--- src/rtl/mux_n_scan.sv ---
// Registered N:1 channel multiplexer with manual select and round-robin auto scan.
// In auto mode each channel is held for DWELL edges; o_wrap pulses on the NCH-1 -> 0 advance.
module mux_n_scan #(
  parameter int unsigned WIDTH = 4,
  parameter int unsigned NCH   = 4,
  parameter int unsigned DWELL = 8,
  localparam int unsigned SELW = $clog2(NCH)
) (
  input  logic                   i_clk,
  input  logic                   i_rst_n,
  input  logic                   i_mode,
  input  logic [SELW-1:0]        i_sel,
  input  logic                   i_hold,
  input  logic [NCH*WIDTH-1:0]   i_data,
  output logic [WIDTH-1:0]       o_f,
  output logic [SELW-1:0]        o_ch,
  output logic                   o_valid,
  output logic                   o_wrap
);

  // Counter is at least one bit wide so DWELL=1 still builds.
  localparam int unsigned CW = (DWELL > 1) ? $clog2(DWELL) : 1;
  localparam logic [SELW-1:0] LastCh  = SELW'(NCH - 1);
  localparam logic [CW-1:0]   LastCnt = CW'(DWELL - 1);

  logic [WIDTH-1:0] chans [NCH];
  logic [WIDTH-1:0] f_q, f_d;
  logic [SELW-1:0]  ch_q, ch_d;
  logic [CW-1:0]    cnt_q, cnt_d;
  logic             valid_q, valid_d;
  logic             wrap_q, wrap_d;
  logic             sel_ok;

  always_comb begin
    for (int k = 0; k < NCH; k++) begin
      chans[k] = i_data[k*WIDTH +: WIDTH];
    end
  end

  // Select values >= NCH exist only when NCH is not a power of two.
  assign sel_ok = (32'(i_sel) < NCH);

  always_comb begin
    f_d     = '0;
    ch_d    = ch_q;
    cnt_d   = cnt_q;
    valid_d = 1'b0;
    wrap_d  = 1'b0;
    if (!i_mode) begin
      cnt_d = '0;
      if (sel_ok) begin
        ch_d    = i_sel;
        f_d     = chans[i_sel];
        valid_d = 1'b1;
      end
    end else begin
      valid_d = 1'b1;
      if (!i_hold) begin
        if (cnt_q == LastCnt) begin
          cnt_d = '0;
          if (ch_q == LastCh) begin
            ch_d   = '0;
            wrap_d = 1'b1;
          end else begin
            ch_d = ch_q + 1'b1;
          end
        end else begin
          cnt_d = cnt_q + 1'b1;
        end
      end
      f_d = chans[ch_d];
    end
  end

  always_ff @(posedge i_clk or negedge i_rst_n) begin
    if (!i_rst_n) begin
      f_q     <= '0;
      ch_q    <= '0;
      cnt_q   <= '0;
      valid_q <= 1'b0;
      wrap_q  <= 1'b0;
    end else begin
      f_q     <= f_d;
      ch_q    <= ch_d;
      cnt_q   <= cnt_d;
      valid_q <= valid_d;
      wrap_q  <= wrap_d;
    end
  end

  assign o_f     = f_q;
  assign o_ch    = ch_q;
  assign o_valid = valid_q;
  assign o_wrap  = wrap_q;

endmodule
--- config.mk ---
export PLATFORM = sky130hd
export DESIGN_NAME = mux_n_scan
export DESIGN_NICKNAME = d
export VERILOG_FILES = /design/src/rtl/mux_n_scan.sv
export SDC_FILE = /design/constraint.sdc
export NUM_CORES = 1
export LEC_CHECK = 0
export ABC_AREA = 1
export CAP_MARGIN = 20
export CORE_AREA = 2 2 50 52
export CTS_CLUSTER_DIAMETER = 30
export DETAILED_ROUTE_END_ITERATION = 10
export DIE_AREA = 0 0 52 54
export PLACE_DENSITY = 0.72
export SYNTH_ARGS = -nofsm -noshare
export SYNTH_HDL_FRONTEND = slang
export SYNTH_SLANG_ARGS = --single-unit
--- constraint.sdc ---
create_clock -name i_clk -period 1.65 [get_ports i_clk]
set_clock_uncertainty 0.2 [all_clocks]
set_input_delay 0.165 -clock i_clk [delete_from_list [all_inputs] [get_ports i_clk]]
set_output_delay 0.165 -clock i_clk [all_outputs]
set_load 0.05 [all_outputs]
==> impl_metrics.csv, run 1 <==
group,metric,value,unit
outcome,status,"finished with violations",
outcome,violations,"setup timing",
synthesis,synth_compound_area_share,13.3,%
route,ant_nets,0,
synthesis,syn_area_per_cell,6.81,um2
global_routing,grt_pass1_wl,3.90,mm
die,start_util,37.0,%
final_layout,fillers,222,
worst_setup_path,startpoint,"cnt_q[0]$_DFFE_PN0P_",
sta,fin_ws,-0.111,ns
sta,period_share,107,%
place,numPortBuffers,29,
global_routing,grt_max_degree,12,
final_layout,drive_above_1_share,25.7,%
worst_setup_path,cp-start-kind,"flop",
clock_tree,clk_root_buffer_cell,"clkbuf_4",
synthesis,yosys.area_share.simple,34.7,%
synthesis,synth_top_family_by_area,"simple AND/OR/NAND/NOR gates",
synthesis,yosysUniqueCellTypes,22,
clock_tree,cts.sinks,11,
final_layout,antenna_cells,0,
final_layout,area_growth,54.4,%
synthesis,mappedNetlistArea,858,um2
die,die_w,52,um
worst_setup_path,r2r-start,"cnt_q[0]$_DFFE_PN0P_",
clock_tree,cts_tree,"yes",
die,die_y,54,um
sta,clock.fmax,0.568,GHz
final_layout,nNetsFinal,193,
route,wl,2.34,mm
die,die_area,2810,um2
clock_tree,cts.path.max_buffers,2,
global_routing,overflow,0,
pwr,leakagePower,0.000683,uW
route,vias,983,
synthesis,ys_warn_count,0,
synthesis,synth_nets,151,
global_routing,antenna_found_initial,0,
place,dp_slack,-0.171,ns
die,num_rows,18,
pwr,peakVddDrop,0.307,mV
min_path,worstHoldPathType,"in -> async",
worst_setup_path,reg2reg_setup_slack,-0.11,ns
worst_setup_path,critPathRequiredTime,1.61,ns
die,pin_count,30,
sta,max_slew.worst_pin.slew,0.500,ns
synthesis,synthMuxAreaShare,0,%
global_routing,track_usage,18.2,%
clock_tree,clkTransAtPathRegs,0.07,ns
sta,finalSetupViolations,5,
final_layout,fin_util,57.1,%
sta,min_period,1.76,ns
worst_setup_path,crit_type,"reg -> reg",
route,first_iter_violations,14,
clock_tree,cts_buffers,3,
clock_tree,clkLatencyLatePin,0.27,ns
worst_setup_path,crit_fanout,9,
route,dr.pass1.iters,5,
synthesis,synth_xor_area_share,1.02,%
worst_setup_path,r2r.worst_path.cells,11,
place,gp_congestion,0.880,
worst_setup_path,rr_endpoint,"o_f[2]$_DFF_PN0_",
sta,slew_viol_final,0,
die,core_area,2320,um2
worst_setup_path,worst_ep_arrival_time,1.72,ns
place,hpwl,1.70,mm
global_routing,grt_pass1_vias,955,
worst_setup_path,cp-end-kind,"flop",
synthesis,synthCells,126,
route,remaining_drc_errors,0,
synthesis,ys_seq_area_share,32.1,%
route,post_drt_wl_per_cell,11.9,um
pwr,p_per_area,637,nW/um2
sta,hold_viol_final,0,
clock_tree,ctsHtreeMaxLevel,1,
sta,grt_setup_unrepaired,"true",
clock_tree,ctsHoldBuffers,0,
flow_run,cap_violations,0,
sta,slew_headroom,66.6,%
synthesis,synth-seq-cells,11,
synthesis,synthAdderAreaFrac,4.37,%
route,vias_per_cell,4.99,
==> synthesized netlist by cell type <==
master / instances / area share, %
a211oi_1: 1 / 0.87
a21oi_1: 7 / 4.1
buf_2: 2 / 1.2
clkbuf_1: 1 / 0.44
clkbuf_8: 1 / 1.6
conb_1: 1 / 0.44
dfrtp_1: 11 / 32
ha_1: 3 / 4.4
inv_1: 24 / 10
inv_2: 1 / 0.44
nand2_1: 26 / 11
nand2_2: 2 / 1.5
nand2_4: 3 / 3.9
nand3_1: 25 / 15
nor2_1: 2 / 0.87
nor2_4: 1 / 1.3
nor3_1: 2 / 1.2
o211ai_1: 3 / 2.6
o21ai_0: 7 / 4.1
o21ai_1: 1 / 0.58
o21ai_2: 1 / 1.0
xor2_1: 1 / 1.0
==> worst max path at each step <==
stage	slack [ns]	to
6_report	-0.11	o_f[2]$_DFF_PN0_
5_1_grt	-0.20	o_f[2]$_DFF_PN0_
4_1_cts	-0.09	o_f[2]$_DFF_PN0_
3_5_place_dp	-0.17	o_f[2]$_DFF_PN0_
3_3_place_gp	-0.15	o_f[2]$_DFF_PN0_
2_1_floorplan	0.01	o_f[3]$_DFF_PN0_
==> final cells by class <==
cell class	count	area, um2	share of cell area, %
flip-flops and latches	11	278	21.0
inverters	25	93.8	7.08
repair buffers	40	378	28.5
clock buffers	4	26.3	1.98
multi-input cells	87	512	38.6
well taps	30	37.5	2.83
==> metal layers <==
layer | vias up | track usage (%) | part of all wire [%]
met1 | 457 | 20.8 | 40
met2 | 36 | 36.1 | 54
met3 | 4 | 1.67 | 5.6
met5 | - | 0 | 0
li1 | 486 | - | -
met4 | 0 | 3.95 | 0.94
==> critical path, stage by stage, from the launching register on <==
cell	delay, ns
dfrtp_1	0.39
ha_2	0.20
ha_4	0.17
buf_12	0.12
nand2_4	0.09
nand2_4	0.10
nand2_4	0.10
nand2_2	0.05
nand3_2	0.08
nand2_2	0.05
nand2_1	0.05
nand2_1	0.05
==> cell usage in the layout, fill, tap and decap left out <==
| cell type | synthesis | routed |
|---|---|---|
| o21ai_2 | 1 | 2 |
| nor2_4 | 1 | 1 |
| nand2_2 | 2 | 6 |
| nor2_1 | 2 | 2 |
| nand2_1 | 26 | 22 |
| conb_1 | 1 | 1 |
| xor2_1 | 1 | 1 |
| ha_2 | 0 | 1 |
| ha_1 | 3 | 1 |
| ha_4 | 0 | 1 |
| nand2_4 | 3 | 4 |
| dfrtp_1 | 11 | 9 |
| o211ai_1 | 3 | 3 |
| nor3_1 | 2 | 2 |
| clkdlybuf4s50_1 | 0 | 21 |
| a21oi_1 | 7 | 7 |
| buf_12 | 0 | 2 |
| clkbuf_4 | 0 | 3 |
| dfrtp_2 | 0 | 2 |
| nand3_1 | 25 | 23 |
| inv_2 | 1 | 2 |
| a211oi_1 | 1 | 1 |
| inv_1 | 24 | 23 |
| buf_4 | 0 | 17 |
| o21ai_1 | 1 | 1 |
| clkbuf_1 | 1 | 1 |
| nand3_2 | 0 | 2 |
| o21ai_0 | 7 | 6 |
==> flip-flops by register name, summed over array words and instances, names as in the netlist <==
name     count
o_valid      1
o_f          4
cnt_q        3
o_ch         2
o_wrap       1
==> power by group <==
group | leakage (uW) | switching, uW | internal (uW) | total (uW)
Sequential | 0.000136 | 12.6 | 294 | 306
Clock | 0.0000150 | 93.8 | 93.6 | 187
Combinational | 0.000532 | 200 | 150 | 350
==> cell families (layout without fill, tap and decap cells) <==
| family | Yosys count | in the layout |
|---|---|---|
| AND/OR/NAND/NOR | 61 | 62 |
| flip-flops | 11 | 11 |
| AO/OA/AOI/OAI | 20 | 20 |
| XOR/XNOR | 1 | 1 |
| other | 1 | 1 |
| adder cells (fa/ha/maj) | 3 | 3 |
| buffers and inverters | 29 | 69 |
==> stage by stage <==
step / hold slack [ns] / power (uW) / setup TNS, ns / area (um2) / instances
final: 0.0240 / 844 / -0.481 / 1330 / 197
after global routing: 0.0731 / 896 / -0.961 / 1330 / 197
after CTS: 0.0476 / 831 / -0.287 / 1270 / 194
after detailed placement: 0.309 / 637 / -0.613 / 1210 / 188
after global placement: 0.301 / 632 / -0.556 / 1210 / 188
after floorplan: -0.331 / 501 / 0 / 866 / 126
==> timing repair <==
item                                    in CTS  in global routing
cloned                                       1                  0
endpoints found under the setup margin       4                  5
endpoints found under the hold margin        0                  0
setup buffers                                1                  3
gates resized for setup                      6                  6
pin swaps                                   11                  6
(Power assumes the default switching activity.)
==> inputs of run 2 (changes only) <==
- CORE_AREA: 2 2 50 52 -> 5 5 53 55
- DIE_AREA: 0 0 52 54 -> 0 0 58 60
==> run 2 against run 1 <==
- the run still ends with setup timing left
- power increased by 2.9%
- register-to-register slack got worse by 0.05 ns
- sequential share of layout area fell by 1.0 points
- die area grew 24%
- hold slack improved by 0.011 ns
- first-iteration DRC count up 64%
- critical path depth stayed put
- clock-buffer cell count stayed put
- fmax decreased by 3.0%
- combinational power grew 9.4%
- non-clock buffer count increased by 2
- design area is 5.2% higher
==> impl_metrics.csv, run 2 (synthesized netlist as in run 1, its figures left out) <==
group,metric,value,unit
outcome,status,"finished with violations",
outcome,violations,"setup timing",
pwr,p_per_area,623,nW/um2
clock_tree,cts_buffers,3,
route,vias,1022,
place,hpwl,1.83,mm
clock_tree,cts.sinks,11,
clock_tree,ctsHoldBuffers,0,
global_routing,grt_max_degree,14,
die,start_util,36.6,%
sta,grt_setup_unrepaired,"true",
place,numPortBuffers,29,
place,gp_congestion,0.791,
sta,hold_viol_final,0,
sta,hold_slack,0.0351,ns
global_routing,grt_pass1_vias,955,
final_layout,layout_commonest_cell,"nand2_1",
die,die_w,58,um
final_layout,area_growth,62.4,%
worst_setup_path,crit_type,"reg -> reg",
sta,fin_ws,-0.165,ns
die,core_area,2340,um2
die,die_area,3480,um2
sta,max_slew.worst_pin.slew,0.508,ns
clock_tree,ctsHtreeMaxLevel,1,
final_layout,nNetsFinal,195,
sta,period_share,110,%
route,ant_nets,0,
sta,finalSetupTns,-0.640,ns
route,remaining_drc_errors,0,
pwr,peakVddDrop,0.349,mV
flow_run,cap_violations,0,
final_layout,layout_common_cells,"nand2_1 (24), inv_1 (22), nand3_1 (22)",
clock_tree,clkTransAtPathRegs,0.07,ns
route,vias_per_cell,5.14,
pwr,report.power.total,869,uW
sta,min_period,1.82,ns
final_layout,antenna_cells,0,
final_layout,fin_cells,199,
worst_setup_path,critPathRequiredTime,1.65,ns
global_routing,track_usage,15.2,%
place,place_inst,191,
worst_setup_path,crit_fanout,5,
die,pin_count,30,
clock_tree,clk_root_buffer_cell,"clkbuf_4",
clock_tree,cts_tree,"yes",
worst_setup_path,worst_ep_arrival_time,1.82,ns
global_routing,grt_pass1_wl,4.09,mm
die,num_rows,18,
sta,finalSetupViolations,4,
worst_setup_path,cp-start-kind,"flop",
route,post_drt_wl_per_cell,12.7,um
global_routing,antenna_found_initial,0,
final_layout,multi_input_area,552,um2
final_layout,regArea,278,um2
min_path,worstHoldPathType,"in -> async",
worst_setup_path,cp-end-kind,"flop",
final_layout,largest_register_ffs,4,
route,dr.pass1.iters,4,
sta,slew_viol_final,0,
clock_tree,clkLatencyLatePin,0.26,ns
clock_tree,cts.path.max_buffers,2,
pwr,leakagePower,0.000697,uW
final_layout,fillers,222,
sta,slew_headroom,66.0,%
route,first_iter_violations,23,
place,dp_slack,-0.129,ns
die,die_y,60,um
route,wl,2.53,mm
final_layout,drive_above_1_share,26.6,%
global_routing,overflow,0,
sta,clock.fmax,0.551,GHz
## run 2: cell count changes in the layout (fill, tap and decap cells not counted), moves of 2 or more
cell,change
nand2_1,+2
nand2_8,+2
nand2_2,-5
buf_6,+2
## run 2: path summary, 6_finish.rpt
check,end,cells after the start,slack [ns],startpoint
worst min register to register,cnt_q[1]$_DFFE_PN0P_,2,0.35,cnt_q[1]$_DFFE_PN0P_
worst min-delay path,o_wrap$_DFF_PN0_,1,0.04,i_rst_n
worst max-delay path,o_f[0]$_DFF_PN0_,11,-0.17,cnt_q[0]$_DFFE_PN0P_
max in group asynchronous,o_ch[0]$_DFF_PN0_,1,0.84,i_rst_n
worst max register to register,o_f[0]$_DFF_PN0_,11,-0.17,cnt_q[0]$_DFFE_PN0P_
min in group i_clk,cnt_q[1]$_DFFE_PN0P_,2,0.35,cnt_q[1]$_DFFE_PN0P_
## run 2: layer usage
metal  vias to the layer above  wire length, um  share of wire (%)  GRT usage [%]
met2                        50             1360                 54           26.8
met4                         0               95                3.8           10.3
met3                        11              141                5.6           2.16
li1                        494                -                  -              -
met1                       467              935                 37           17.0
met5                         -                0                  0              0
## run 2: critical path: stages, from the launching register on
cell	delay [ns]
dfrtp_1	0.36
ha_2	0.21
ha_4	0.15
inv_4	0.03
nor2_4	0.19
nand2_1	0.08
o21ai_1	0.11
buf_4	0.17
nand3_2	0.07
nand2_1	0.06
nand2_1	0.04
nand2_1	0.07
## run 2: layout make-up
type,instances,area share (%)
Multi-Input combinational cell,87,39.6
Tap cell,30,2.69
Timing Repair Buffer,42,28.7
Inverter,25,7.18
Clock buffer,4,1.89
Sequential cell,11,19.9
## run 2: report_power, final
| group | internal, uW | leakage [uW] | switching [uW] |
|---|---|---|---|
| Clock | 93.4 | 0.0000150 | 89.1 |
| Sequential | 293 | 0.000136 | 9.80 |
| Combinational | 167 | 0.000546 | 216 |
## run 2: stage by stage
step	instance area, um2	util [%]
floorplan	866	-
finish	1390	59.5
detailed placement	1250	53.2
global placement	1250	53.2
global route	1390	59.5
CTS	1360	58.0
## run 2: what timing repair did
| action | CTS | global route |
|---|---|---|
| setup buffers | 1 | 2 |
| cloned | 1 | 0 |
| hold endpoints to repair | 0 | 0 |
| setup endpoints to repair | 4 | 5 |
| pin swaps | 3 | 9 |
| gates resized for setup | 14 | 6 |
